$ cat src/rtl/instruction_memory_pkg.sv
// Shared sizing defaults, the NOP encoding and the boot ROM image for the
// instruction fetch path.
package instruction_memory_pkg;

  localparam int unsigned DATA_WIDTH_DEF = 16;
  localparam int unsigned PC_WIDTH_DEF   = 16;
  localparam int unsigned DEPTH_LOG2_DEF = 8;

  localparam int unsigned WORD_W      = 16;
  localparam int unsigned IMAGE_WORDS = 8;
  localparam int unsigned IMAGE_IDX_W = 3;

  localparam logic [WORD_W-1:0] NOP_WORD = 16'h0000;

  // Populated words; every index beyond the table reads as NOP.
  localparam logic [WORD_W-1:0] ROM_IMAGE [IMAGE_WORDS] = '{
    16'h0000, 16'h1101, 16'h2202, 16'h3303,
    16'h4404, 16'h5505, 16'h6606, 16'h7707
  };

  function automatic logic [WORD_W-1:0] rom_word(input int unsigned idx);
    rom_word = NOP_WORD;
    if (idx < IMAGE_WORDS) rom_word = ROM_IMAGE[idx[IMAGE_IDX_W-1:0]];
  endfunction

endpackage

$ cat src/rtl/instruction_memory_rom.sv
// Combinational word-index to instruction lookup; out-of-range fetches read NOP.
module instruction_rom
  import instruction_memory_pkg::*;
#(
  parameter int unsigned DATA_WIDTH = DATA_WIDTH_DEF,
  parameter int unsigned DEPTH_LOG2 = DEPTH_LOG2_DEF
) (
  input  logic [DEPTH_LOG2-1:0] word_index,
  input  logic                  out_of_range,
  output logic [DATA_WIDTH-1:0] data_c
);

  always_comb begin
    data_c = DATA_WIDTH'(NOP_WORD);
    if (!out_of_range) data_c = DATA_WIDTH'(rom_word(32'(word_index)));
  end

endmodule

$ cat src/rtl/instruction_memory.sv
// Instruction fetch: byte address decode into the ROM plus a one-cycle output
// register that clears asynchronously while rst is low.
module instruction_memory
  import instruction_memory_pkg::*;
#(
  parameter int unsigned DATA_WIDTH = DATA_WIDTH_DEF,
  parameter int unsigned PC_WIDTH   = PC_WIDTH_DEF,
  parameter int unsigned DEPTH_LOG2 = DEPTH_LOG2_DEF
) (
  input  logic                  clk,
  input  logic                  rst,
  input  logic [PC_WIDTH-1:0]   programcounter,
  output logic [DATA_WIDTH-1:0] outRegister
);

  logic [DEPTH_LOG2-1:0] word_index;
  logic                  out_of_range;
  logic [DATA_WIDTH-1:0] fetch_data_c;
  logic                  unused_byte_sel;

  // Byte addressing of 16-bit words: bit 0 selects nothing.
  assign word_index      = programcounter[DEPTH_LOG2:1];
  assign unused_byte_sel = programcounter[0];

  if (PC_WIDTH > DEPTH_LOG2 + 1) begin : g_range_chk
    assign out_of_range = |programcounter[PC_WIDTH-1:DEPTH_LOG2+1];
  end else begin : g_no_range_chk
    assign out_of_range = 1'b0;
  end

  instruction_rom #(
    .DATA_WIDTH (DATA_WIDTH),
    .DEPTH_LOG2 (DEPTH_LOG2)
  ) u_rom (
    .word_index   (word_index),
    .out_of_range (out_of_range),
    .data_c       (fetch_data_c)
  );

  always_ff @(posedge clk or negedge rst) begin
    if (!rst) outRegister <= DATA_WIDTH'(NOP_WORD);
    else      outRegister <= fetch_data_c;
  end

endmodule

$ cat config.mk
export PLATFORM = sky130hd
export DESIGN_NAME = instruction_memory
export DESIGN_NICKNAME = d
export VERILOG_FILES = /design/src/rtl/instruction_memory_pkg.sv /design/src/rtl/instruction_memory_rom.sv /design/src/rtl/instruction_memory.sv
export SDC_FILE = /design/constraint.sdc
export NUM_CORES = 1
export LEC_CHECK = 0
export BUFFER_PORTS_ARGS = -buffer_cell sky130_fd_sc_hd__buf_2
export CAP_MARGIN = 30
export CELL_PAD_IN_SITES_DETAIL_PLACEMENT = 0
export CELL_PAD_IN_SITES_GLOBAL_PLACEMENT = 1
export CORE_MARGIN = 2
export CORE_UTILIZATION = 28
export CTS_CLUSTER_SIZE = 40
export DETAILED_ROUTE_END_ITERATION = 6
export PLACE_DENSITY_LB_ADDON = 0.1
export SETUP_SLACK_MARGIN = 0.4
export SYNTH_ARGS = -nofsm -noshare
export SYNTH_HDL_FRONTEND = slang
export SYNTH_HIERARCHICAL = 1
export SYNTH_SLANG_ARGS = --single-unit
$ cat constraint.sdc
create_clock -name clk -period 0.8 [get_ports clk]
set_input_delay 0.12 -clock clk [delete_from_list [all_inputs] [get_ports clk]]
set_output_delay 0.12 -clock clk [all_outputs]
set_load 0.05 [all_outputs]
# Word-level counts from Yosys, hierarchy flattened
# Memory sizes are Yosys's and may differ from the RTL's.
# Index checks and enable logic that the tools add are counted.
[classes] n_mul=0 n_addsub=0 n_reduce_logical=1 n_lt_le_gt_ge=2 bitwise=1 div_mod_pow=0 mux=4 eq_ne=0 n_shift=0
[ops] op="16-bit two-way mux" count=4
[ops] op="8-bit by 4-bit < comparator with 1-bit output, second input constant" count=1
[ops] op="7-bit OR reduction" count=1
[ops] op="4-bit >= comparator, second input constant" count=1
[ops] op="3-bit inverter with 4-bit output" count=1
[word_totals] mem_bits_rw=0 latch_bits=0 out_inout_bits=16 memories=1 register_bits=16 romBits=128 inputBits=18
[mem_list] memory="(name not given)" words=8 width=16 rd=1 rd_clocked_by_memory_dff=0 wr=0 line="instruction_memory_pkg.sv:23" rtl="if (idx < IMAGE_WORDS) rom_word = ROM_IMAGE[idx[IMAGE_IDX_W-1:0]];"

# Longest topological paths before layout
# Gate-level depths: netlist of run 1.
[logic_depth] depth_word=6 mapped_depth=5 ltp_nobuf=4

# Hierarchy
# Netlist of run 1, hierarchy kept.
[by_module_without_submodules] module="instruction_memory" area_per_inst_um2=415.4 instances=1 cells_each=19 seq_area_each_um2=400.4
[by_module_without_submodules] module="instruction_rom" area_per_inst_um2=136.4 instances=1 cells_each=19 seq_area_each_um2=0.0

# Worst setup path before layout of run 1
# No wires, ideal clock.
[synth_timing] kind="input to register" start="in programcounter[10]" end="reg outRegister[10]" t_arrival_ns=1.057 path_stages=5 slack_ns=-0.319 n_path_buf=1 t_required_ns=0.739 path_cell_list="nor4_1 nand2_1 nor4_2 and3_1 buf_4"
[synth_between] elab_chain_len=2
[synth_rtl] item="start, declared" line="instruction_memory.sv:12" rtl="input logic [PC_WIDTH-1:0] programcounter,"
[synth_rtl] item="7-bit OR reduction" line="instruction_memory.sv:26" rtl="assign out_of_range = |programcounter[PC_WIDTH-1:DEPTH_LOG2+1];"
[synth_rtl] item="named net out_of_range" line="instruction_memory.sv:17" rtl="logic out_of_range;"
[synth_rtl] item="16-bit two-way mux" line="instruction_memory_rom.sv:15" rtl="if (!out_of_range) data_c = DATA_WIDTH'(rom_word(32'(word_index)));"
[synth_rtl] item="named net fetch_data_c[10]" line="instruction_memory.sv:18" rtl="logic [DATA_WIDTH-1:0] fetch_data_c;"
[synth_rtl] item="end signal, assigned" line="instruction_memory.sv:41" rtl="if (!rst) outRegister <= DATA_WIDTH'(NOP_WORD);"
[synth_rtl] item="end signal, assigned" line="instruction_memory.sv:42" rtl="else outRegister <= fetch_data_c;"
[synth_rtl] item="end, declared" line="instruction_memory.sv:13" rtl="output logic [DATA_WIDTH-1:0] outRegister"
# The timed path passes the listed nets, and every way through them passes these cells.

# Worst setup path in the final report of run 1
[layout_timing] start="reg outRegister[3]" end="out outRegister[3]"
# No word-level cell between the ends.

==> results of run 1 <==
-- per-layer routing --
layer	global-route usage, %	wire length, µm	share of wire, %
met1	8.05	243	32
met2	13.0	408	54
met3	0.926	78	10
met4	7.14	19	2.5
met5	0	0	0
-- cells in the final DEF, fill, tap and decap left out --
cell type,instances
buf_6,18
buf_2,14
dfrtp_2,10
conb_1,7
dfrtp_1,6
clkbuf_4,3
and3_4,3
nor4_4,2
nor3_1,1
nand2_1,1
clkbuf_8,1
nor2_1,1
-- power by group --
group          internal [mW]  total (mW)  switching, mW
sequential             0.829       0.836        0.00762
combinational         0.0729       0.184          0.111
clock                  0.276       0.494          0.218
total                   1.18        1.51          0.337
-- worst min path at each step --
stage	from	slack [ps]	to	cells past startpoint
finish	rst	-270	outRegister[14]	1
global route	rst	-250	outRegister[14]	1
CTS	rst	-270	outRegister[14]	1
detailed placement	rst	40	outRegister[12]	1
global placement	rst	40	outRegister[8]	1
floorplan	rst	-180	outRegister[0]	0
-- kinds of logic (layout without fill, tap and decap cells) --
| kind of cell | after synthesis | in the layout |
|---|---|---|
| simple gates | 8 | 8 |
| flops | 16 | 16 |
| other cells | 1 | 7 |
| buf+inv | 13 | 36 |
-- layout make-up --
cell class | count | area, µm²
Clock buffer | 4 | 36.3
Fill cell | 180 | 1030
Multi-Input combinational cell | 15 | 115
Sequential cell | 16 | 413
Tap cell | 27 | 33.8
Timing Repair Buffer | 32 | 273
-- repair_timing --
action                                  in CTS  in global routing
hold endpoints to repair                    16                 16
setup buffers                                0                  0
endpoints found under the setup margin      25                 25
resized for setup                           34                  4
pin swaps                                    0                  4
==> reports/metrics.csv, run 1 <==
stage,metric,value,unit
outcome,status,finished with violations,
outcome,violations,"hold timing, setup timing",
job,maxCapViolations,0,
min_path,hold_path.class,primary input to asynchronous set/reset pin,
cells_and_area,fin_cells,94,
critical_path,cp_max_fo,1,
sta,hold_viol,16,
cts,cts.sinks,16,
yosys,syn_inst,38,
critical_path,path_buf_inv,1,
global_routing,grt_pass1_vias,350,
power,power,1.51,mW
detailed_routing,drt_iter0_markers,0,
sta,setup_viol,16,
yosys,async_reset_ff_share,100,%
floorplanning,core,0.00190,mm²
power,leakage,0.424,nW
cells_and_area,largest-register,outRegister,
floorplanning,die_x,48.4,µm
sta,finalCritPeriodShare,119,%
critical_path,slowest_delay,410,ps
yosys,ys_top_cells_by_count,"dfrtp_1, buf_4, and3_1",
power,power_density,1740,mW/mm²
floorplanning,core.rowCount,16,
yosys,synth_xor_area_share,0,%
detailed_routing,drcViolationCount,0,
sta,rsz0062_at_grt,true,
yosys,synthAdderAreaFrac,0,%
cts,h-tree-depth,1,
critical_path,cp_num_cells,1,
cells_and_area,largest_register_ffs,16,
critical_path,arrival,830,ps
yosys,yosysWarningCount,6,
yosys,syn_area,552,µm²
floorplanning,io_pins,34,
cts,cts_tree,built,
cells_and_area,synthToLayoutAreaGrowth,57.8,%
cells_and_area,stdcell_area,871,µm²
critical_path,path_class,flop to output port,
global_routing,grt_antenna_before_repair,0,
global_routing,grt_usage,7.57,%
critical_path,critPathTopFamily,flip-flops,
yosys,synthMuxAreaShare,0,%
floorplanning,fp.dieH,48.4,µm
critical_path,end_kind,output port,
detailed_routing,vias,331,
cts,root_buffer,clkbuf_4,
critical_path,start_kind,flop,
yosys,synth_top_family_by_area,buffers and inverters,
placement,place_ws,-304,ps
placement,hpwl,599,µm
cells_and_area,antenna_cells,0,
critical_path,cp-startpoint,outRegister[3],
yosys,synth-compound-area-share,0,%
yosys,synth.most_common_cell,dfrtp_1,
sta,fmax,1050,MHz
cells_and_area,drive_above_1_share,76.1,%
yosys,ys.flop_type,dfrtp_1,
detailed_routing,detail-route-antenna-nets,0,
sta,worst_slack,-149,ps
yosys,synth_edf_count,0,
yosys,yosysSeqAreaShare,72.6,%
cells_and_area,reg_top3,outRegister (16),
yosys,avgSynthCellArea,14.5,µm²
sta,hold_slack,-268,ps
sta,fin_crit,949,ps
floorplanning,die_area,0.00234,mm²
critical_path,crit_chain,buf_6,
cells_and_area,finalNetCount,86,
critical_path,crit_slowest_cell,dfrtp_2,
sta,slew_violations,0,
yosys,synth_seq_cells,16,
placement,placed_cells,90,
detailed_routing,drt-wirelength-per-cell,7.97,µm
yosys,synth_area_leaders,"dfrtp_1, buf_4, and3_1",
sta,fin_tns_setup,-2150,ps
detailed_routing,viasPerCell,3.52,
critical_path,worstPathRequired,680,ps
cts,clkTransAtPathRegs,90,ps
critical_path,worstSetupEndpoint,outRegister[3],
placement,numPortBuffers,32,
global_routing,grt_max_degree,17,
yosys,yosysTopAreaCellShare,72.6,%
yosys,yosys.area.top_type,dfrtp_1,
cts,cts_buffers,3,
power,ir_worst_vdd,0.000678,V
cells_and_area,fin_util,45.8,%
floorplanning,start_util,29.0,%
global_routing,grt_overflow,0,
global_routing,grt_pass1_wl,1.35,mm
cts,clock_path_buffers,2,
placement,post_dp_cell_area,698,µm²
yosys,synth-simple-area-share,9.07,%
detailed_routing,wl,749,µm
detailed_routing,drt_pass1_iterations,1,
placement,place.gp.congestion,0.576,
yosys,synthDistinctLibCells,9,
Note: power is estimated with default switching activity, not from simulation.
==> run 2: changes to the inputs <==
--- a/config.mk
+++ b/config.mk
@@ -10,7 +10,8 @@
 export CELL_PAD_IN_SITES_DETAIL_PLACEMENT = 0
 export CELL_PAD_IN_SITES_GLOBAL_PLACEMENT = 1
 export CORE_MARGIN = 2
-export CORE_UTILIZATION = 28
+export CORE_UTILIZATION = 29
+export CTS_BUF_LIST = sky130_fd_sc_hd__clkbuf_4 sky130_fd_sc_hd__clkbuf_8
 export CTS_CLUSTER_SIZE = 40
 export DETAILED_ROUTE_END_ITERATION = 6
 export PLACE_DENSITY_LB_ADDON = 0.1
==> reports/metrics.csv, run 2 (same netlist as run 1, synthesis figures left out) <==
stage,metric,value,unit,change
outcome,status,finished with violations,,unchanged
outcome,violations,"hold timing, setup timing",,unchanged
min_path,hold_path.class,primary input to asynchronous set/reset pin,,unchanged
job,maxCapViolations,0,,unchanged
cells_and_area,finalNetCount,86,,unchanged
power,power_density,1740,mW/mm²,about the same
sta,slew_violations,0,,unchanged
floorplanning,io_pins,34,,unchanged
cts,cts_buffers,3,,unchanged
cells_and_area,drive_above_1_share,76.1,%,unchanged
global_routing,grt_max_degree,17,,unchanged
sta,finalCritPeriodShare,119,%,about the same
cts,h-tree-depth,1,,unchanged
cells_and_area,final_common_cell,buf_6,,unchanged
cells_and_area,synthToLayoutAreaGrowth,57.4,%,was 57.8%
critical_path,critPathTopFamily,flip-flops,,unchanged
detailed_routing,wl,742,µm,was 749 µm
sta,fmax,1050,MHz,about the same
sta,setup_viol,16,,unchanged
floorplanning,core,0.00176,mm²,was 0.00190 mm²
floorplanning,die_x,47.6,µm,was 48.4 µm
cells_and_area,antenna_cells,0,,unchanged
power,leakage,0.424,nW,about the same
cts,clkTransAtPathRegs,80,ps,was 90 ps
cts,cts_tree,built,,unchanged
global_routing,grt_overflow,0,,unchanged
critical_path,crit_chain,buf_6,,unchanged
power,ir_worst_vdd,0.00106,V,was 0.000678 V
critical_path,path_buf_inv,1,,unchanged
cells_and_area,filler_cell_count,181,,was 180
power,power,1.51,mW,about the same
cells_and_area,largest-register,outRegister,,unchanged
critical_path,end_kind,output port,,unchanged
critical_path,cp-startpoint,outRegister[1],,was outRegister[3]
critical_path,arrival,830,ps,about the same
detailed_routing,drt_iter0_markers,0,,unchanged
sta,fin_tns_setup,-2150,ps,about the same
critical_path,worstPathRequired,680,ps,about the same
cts,root_buffer,clkbuf_4,,unchanged
sta,hold_slack,-264,ps,was -268 ps
detailed_routing,drcViolationCount,0,,unchanged
floorplanning,core.rowCount,15,,was 16
critical_path,crit_slowest_cell,dfrtp_2,,unchanged
cells_and_area,fin_util,49.2,%,was 45.8%
detailed_routing,viasPerCell,3.64,,was 3.52
critical_path,slowest_delay,410,ps,about the same
cells_and_area,reg_top3,outRegister (16),,unchanged
detailed_routing,drt_pass1_iterations,1,,unchanged
critical_path,path_class,flop to output port,,unchanged
cells_and_area,largest_register_ffs,16,,unchanged
cts,cts.sinks,16,,unchanged
sta,hold_viol,16,,unchanged
detailed_routing,detail-route-antenna-nets,0,,unchanged
global_routing,grt_antenna_before_repair,0,,unchanged
cts,clock_path_buffers,2,,unchanged
global_routing,grt_pass1_wl,1.19,mm,was 1.35 mm
placement,place.gp.congestion,0.586,,was 0.576
placement,place_ws,-283,ps,was -304 ps
placement,numPortBuffers,32,,unchanged
detailed_routing,drt-wirelength-per-cell,8.07,µm,was 7.97 µm
critical_path,start_kind,flop,,unchanged
floorplanning,die_area,0.00227,mm²,was 0.00234 mm²
floorplanning,fp.dieH,47.6,µm,was 48.4 µm
global_routing,grt_usage,7.88,%,was 7.57%
sta,worst_slack,-150,ps,was -149 ps
global_routing,grt_pass1_vias,327,,was 350
critical_path,cp_max_fo,1,,unchanged
cts,post-cts-setup-buffer-count,0,,unchanged
cells_and_area,mostFrequentLayoutCells,"buf_6, buf_2, dfrtp_2",,unchanged
floorplanning,start_util,31.3,%,was 29.0%
detailed_routing,vias,335,,was 331
sta,fin_crit,950,ps,was 949 ps
sta,rsz0062_at_grt,true,,unchanged
==> run 2: repair_timing <==
action / in CTS / in global routing
pin swaps: 0 / 3
endpoints found under the hold margin: 16 / 16
resized for setup: 34 / 4
endpoints found under the setup margin: 25 / 25
==> run 2: stage by stage <==
stage	area, µm²	instances
floorplan	602	44
global placement	696	88
detailed placement	696	88
CTS	845	92
global route	868	92
finish	868	92
==> run 2: path summary, 6_finish.rpt <==
| kind | slack [ps] | endpoint | cells past startpoint |
|---|---|---|---|
| worst max-delay path | -150 | outRegister[1] | 1 |
| max in group asynchronous | 800 | outRegister[0] | 1 |
| worst min-delay path | -260 | outRegister[9] | 1 |
| min in group clk | 120 | outRegister[1] | 2 |
==> run 2: area by class of cell <==
cell class / count / area [µm²] / share of cell area (%)
sequential: 16 / 413 / 47.6
timing repair buffer: 32 / 273 / 31.4
multi-input combinational: 15 / 115 / 13.3
clock buffer: 4 / 36.3 / 4.18
tap: 25 / 31.3 / 3.60
==> run 2: metal layers <==
layer	track usage [%]	routed length [µm]	vias up	part of all wire [%]
li1	-	-	159	-
met5	0	0	-	0
met3	3.40	76	0	10
met4	3.24	0	0	0
met1	8.08	263	157	35
met2	14.1	402	19	54
==> run 2: power by group <==
group          internal [mW]  switching (mW)
Combinational         0.0729           0.111
Sequential             0.829         0.00749
Clock                  0.276           0.216
Total                   1.18           0.335
